File: src/rtl/ysyx_23060203_pkg.sv
// Shared types and constants for the ysyx_23060203 core: IFU FSM states, fetch error codes,
// the canonical NOP and the reset PC used by the PC register.
package ysyx_23060203_pkg;

    typedef enum logic [1:0] {
        StIdle,
        StAr,
        StR,
        StOut
    } ifu_state_t;

    localparam logic [1:0] IFU_ERR_NONE     = 2'd0;
    localparam logic [1:0] IFU_ERR_ACCESS   = 2'd1;
    localparam logic [1:0] IFU_ERR_MISALIGN = 2'd2;

    localparam logic [31:0] INST_NOP = 32'h0000_0013;
    localparam logic [31:0] RESET_PC = 32'h8000_0000;

endpackage

File: src/rtl/ysyx_23060203_ifu_ohold.sv
// Holding register for the IFU result {inst, inst_pc, inst_err}; it only updates on load,
// so the payload stays stable while the IDU stalls.
module ysyx_23060203_ifu_ohold
    import ysyx_23060203_pkg::*;
#(
    parameter int unsigned XLEN = 32
) (
    input  logic            clk,
    input  logic            rstn,
    input  logic            load,
    input  logic [XLEN-1:0] load_inst,
    input  logic [XLEN-1:0] load_pc,
    input  logic [1:0]      load_err,
    output logic [XLEN-1:0] inst,
    output logic [XLEN-1:0] inst_pc,
    output logic [1:0]      inst_err
);

    logic [XLEN-1:0] inst_q;
    logic [XLEN-1:0] pc_q;
    logic [1:0]      err_q;

    always_ff @(posedge clk) begin
        if (!rstn) begin
            inst_q <= XLEN'(INST_NOP);
            pc_q   <= '0;
            err_q  <= IFU_ERR_NONE;
        end else if (load) begin
            inst_q <= load_inst;
            pc_q   <= load_pc;
            err_q  <= load_err;
        end
    end

    assign inst     = inst_q;
    assign inst_pc  = pc_q;
    assign inst_err = err_q;

endmodule

File: src/rtl/ysyx_23060203_ifu.sv
// Instruction fetch unit: one outstanding AXI4-Lite AR/R fetch, result to the IDU over
// valid/ready. Define YSYX_23060203_IFU_MISALIGN_EN to trap misaligned PCs without a memory access.
module ysyx_23060203_ifu
    import ysyx_23060203_pkg::*;
#(
    parameter int unsigned XLEN = 32
) (
    input  logic            clk,
    input  logic            rstn,
    input  logic            pc_valid,
    input  logic [XLEN-1:0] pc,
    output logic            pc_ready,
    output logic [XLEN-1:0] araddr,
    output logic            arvalid,
    input  logic            arready,
    input  logic [XLEN-1:0] rdata,
    input  logic [1:0]      rresp,
    input  logic            rvalid,
    output logic            rready,
    output logic [XLEN-1:0] inst,
    output logic [XLEN-1:0] inst_pc,
    output logic [1:0]      inst_err,
    output logic            inst_valid,
    input  logic            inst_ready
);

    ifu_state_t      state_q, state_d;
    logic [XLEN-1:0] pc_q, pc_d;
    logic            ld;
    logic [XLEN-1:0] ld_inst;
    logic [XLEN-1:0] ld_pc;
    logic [1:0]      ld_err;
    logic            pc_mis;

`ifdef YSYX_23060203_IFU_MISALIGN_EN
    assign pc_mis = (pc[1:0] != 2'b00);
`else
    assign pc_mis = 1'b0;
`endif

    always_comb begin
        state_d    = state_q;
        pc_d       = pc_q;
        ld         = 1'b0;
        ld_inst    = XLEN'(INST_NOP);
        ld_pc      = pc_q;
        ld_err     = IFU_ERR_NONE;
        pc_ready   = 1'b0;
        arvalid    = 1'b0;
        rready     = 1'b0;
        inst_valid = 1'b0;

        unique case (state_q)
            StIdle: pc_ready = 1'b1;
            StAr: begin
                arvalid = 1'b1;
                if (arready) state_d = StR;
            end
            StR: begin
                rready = 1'b1;
                if (rvalid) begin
                    state_d = StOut;
                    ld      = 1'b1;
                    if (rresp != 2'b00) begin
                        ld_err = IFU_ERR_ACCESS;
                    end else begin
                        ld_inst = rdata;
                    end
                end
            end
            StOut: begin
                inst_valid = 1'b1;
                pc_ready   = inst_ready;
                if (inst_ready) state_d = StIdle;
            end
            default: state_d = StIdle;
        endcase

        // Accepting a new PC overrides the OUT->IDLE step, giving the bubble-free bypass.
        if (pc_valid && pc_ready) begin
            pc_d    = pc;
            state_d = StAr;
            if (pc_mis) begin
                state_d = StOut;
                ld      = 1'b1;
                ld_pc   = pc;
                ld_err  = IFU_ERR_MISALIGN;
            end
        end
    end

    always_ff @(posedge clk) begin
        if (!rstn) begin
            state_q <= StIdle;
            pc_q    <= '0;
        end else begin
            state_q <= state_d;
            pc_q    <= pc_d;
        end
    end

    assign araddr = {pc_q[XLEN-1:2], 2'b00};

    ysyx_23060203_ifu_ohold #(
        .XLEN(XLEN)
    ) u_ohold (
        .clk      (clk),
        .rstn     (rstn),
        .load     (ld),
        .load_inst(ld_inst),
        .load_pc  (ld_pc),
        .load_err (ld_err),
        .inst     (inst),
        .inst_pc  (inst_pc),
        .inst_err (inst_err)
    );

endmodule

File: config.mk
export PLATFORM = sky130hd
export DESIGN_NAME = ysyx_23060203_ifu
export DESIGN_NICKNAME = d
export VERILOG_FILES = /design/src/rtl/ysyx_23060203_pkg.sv /design/src/rtl/ysyx_23060203_ifu_ohold.sv /design/src/rtl/ysyx_23060203_ifu.sv
export SDC_FILE = /design/constraint.sdc
export NUM_CORES = 1
export LEC_CHECK = 0
export BUFFER_PORTS_ARGS = -buffer_cell sky130_fd_sc_hd__buf_2
export CELL_PAD_IN_SITES_DETAIL_PLACEMENT = 0
export CELL_PAD_IN_SITES_GLOBAL_PLACEMENT = 1
export CORE_AREA = 2 2 108 110
export CTS_CLUSTER_SIZE = 28
export DETAILED_ROUTE_END_ITERATION = 10
export DIE_AREA = 0 0 110 112
export PLACE_DENSITY = 0.9
export SLEW_MARGIN = 20
export SYNTH_ARGS = -nofsm -noshare
export SYNTH_HDL_FRONTEND = slang
export SYNTH_SLANG_ARGS = --single-unit
File: constraint.sdc
create_clock -name clk -period 4.3 [get_ports clk]
set_input_delay 0.43 -clock clk [delete_from_list [all_inputs] [get_ports clk]]
set_output_delay 0.43 -clock clk [all_outputs]
set_load 0.01 [all_outputs]
==> flow_summary.toml <==
[logic_synthesis]
avgSynthCellArea_um2 = 8.93
ys_ff_latch = 99
async_reset_ff_share_pct = 0
synth.area.top_cells = "dfxtp_1 49%, a21boi_0 11%, nand2_1 6.3%, buf_4 6.1%, a22oi_1 5.3%"
yosysUniqueCellTypes = 29
synth_ff_type = "dfxtp_1"
synth_edf_count = 0
ys_warn_count = 0
synth_top_area_share_pct = 48.6
synthCells = 457
ys_seq_area_share_pct = 48.6
synthesis.area_mm2 = 0.00408
synth_top_area_cell = "dfxtp_1"

[clock_tree]
clock-sinks = 99
clock_path_buffers = 2
h-tree-depth = 3
cts-resized-gates = 0
holdBufCountCts = 0
root_buffer = "clkbuf_16"
clk_latency_ns = 0.34
cts_buffers = 9
path_clk_slew_ns = 0.07
cts_tree = "built"
post_cts_buffers = 0

[sta]
period_share_pct = 55.4
rsz0062_at_grt = "no"
relSlewSlack_pct = 36.3
skew_ns = 0.00532
drv_slew = 0
hold_violations = 0
finalSetupViolCount = 0
fin_ws_ns = 1.92
timing.fmax_ghz = 0.420
finalSetupTns_ns = 0
post-route-min-period_ns = 2.38
tightest_slew_ns = 0.956

[floorplanning]
start_util_pct = 36.5
ioPinCount = 174
fp.dieArea_mm2 = 0.0123
core_area_mm2 = 0.0112
die_x_um = 110
die_h_um = 112
num_rows = 39

[placement]
pre_cts_slack_ns = 2.22
post-dp-hpwl_mm = 7.32
port_buffers = 170
dpl-instance-area_mm2 = 0.00478
routabilityCongestion = 0.732

[worst_setup_path]
critical_path_required_ns = 3.87
path_cells = "inv_1, ha_1, a21oi_2, nor2_1, buf_2"
startpoint_type = "register"
crit_slowest_cell = "a21oi_2"
worstPathMaxFanout = 18
max_stage_delay_ns = 0.62
critical_path_class = "reg -> out"
crit_path_end_kind = "primary output"
crit_arrival_ns = 1.95

[cells_and_area]
final_cell_area_mm2 = 0.00509
final_common_cell = "buf_2"
antenna_cells = 0
nNetsFinal = 652
final_cell_mix = "170 x buf_2, 99 x dfxtp_1, 68 x nand2_1, 60 x a21boi_0, 34 x o21ai_0"
syn2layout_area_growth_pct = 24.8
drive_above_1_share_pct = 33.8

[grt]
grt_overflow_total = 0
grt_max_degree = 64
grt_pass1_vias = 3440
grtUsageTotal_pct = 17.8
grt_pass1_wl_mm = 17.1
grt_antenna_before_repair = 0

[job]
max_cap_violations = 0

[power]
switching_share_pct = 34.7
comb_power_share_pct = 29.5
power_frac_clock_pct = 30.5
leakagePower_nw = 2.18
internal-power_w = 0.00180
p_seq_share_pct = 40.0
peakVddDrop_mv = 0.249
p_sw_w = 0.000953
power.density_mw_per_mm2 = 540

[hold_path]
min_path_type = "in -> reg"

[routing]
wl_mm = 10.8
num_vias = 3585
route.detailed.drc = 0
dr.pass1.iters = 4
drt_iter0_drc = 227
drt.antenna.violating_nets = 0
vias_per_cell = 4.96
detail_route.wl_per_cell_um = 14.9

[status]
status = "complete, no violations"
-- synth_stat cells (all sizes together), types with 3 or more instances --
cell type and number:
nand2 69, nor2 3, clkbuf 32, a21boi 64, nor2b 33, o22ai 3
ha 5, a22oi 29, nand3 32, o21ai 34, buf 38, dfxtp 99
-- metrics by stage --
step	power, W	cells	hold slack [ns]	util (%)
finish	0.00275	723	0.296	45.6
CTS	0.00279	723	0.281	45.6
global route	0.00293	723	0.295	45.6
detailed placement	0.00194	707	0.457	42.7
global placement	0.00191	707	0.450	42.7
floorplan	0.00171	459	0.437	-
-- sequential cells by signal (all words and copies together) (netlist names) --
signal and cells:
pc_q 32, state_q 2, u_ohold.inst 32, u_ohold.inst_err 1, u_ohold.inst_pc 32
-- worst paths after layout --
path,slack [ns],depth (start not counted),from,endpoint
worst max-delay path,1.92,5,state_q[0],pc_ready
worst min-delay path,0.30,3,rdata[0],u_ohold.inst[0]
worst max register to register,2.20,6,state_q[0],pc_q[16]
worst min register to register,0.46,2,u_ohold.inst_pc[26],u_ohold.inst_pc[26]
-- layout make-up --
| cell class | count | area (um^2) |
|---|---|---|
| Multi-Input combinational cell | 288 | 1720 |
| Clock buffer | 13 | 270 |
| Inverter | 2 | 7.51 |
| Sequential cell | 99 | 1980 |
| Fill cell | 1123 | 6080 |
| Timing Repair Buffer | 175 | 888 |
| Clock inverter | 3 | 45.0 |
| Tap cell | 143 | 179 |
-- routing by layer --
metal	up-vias	share of wire (%)	track usage [%]
li1	1760	-	-
met1	1705	44	22.0
met2	103	48	28.9
met3	17	5.8	4.27
met4	0	1.7	8.02
met5	-	0	0
-- worst max-delay path, delay by kind of cell (launching register included) --
kind / cells / cell delay, ns
buffers and inverters: 2 / 0.29
flip-flops: 1 / 0.39
adder cells (fa/ha/maj): 1 / 0.23
AND/OR/NAND/NOR: 1 / 0.08
AO/OA/AOI/OAI: 1 / 0.62
-- kinds of logic (layout without fill, tap and decap cells) --
| logic type | Yosys count | count (layout) | share of synthesized area (%) |
|---|---|---|---|
| and+or+nand+nor | 145 | 145 | 17.4 |
| AOI/OAI and AO/OA | 135 | 135 | 22.6 |
| DFF | 99 | 99 | 48.6 |
| buffers and inverters | 72 | 193 | 9.79 |
| adders and majority gates | 5 | 5 | 1.53 |
| other | 1 | 3 | 0.0919 |
-- power by group through the flow --
stage	registers, W	clock network (W)	logic [W]
finish	0.00110	0.000839	0.000811
CTS	0.00110	0.000869	0.000826
floorplan	0.00111	0	0.000602
global placement	0.00111	0	0.000798
global route	0.00111	0.000907	0.000910
detailed placement	0.00112	0	0.000824
No activity file was read; power rests on OpenSTA's default activity.
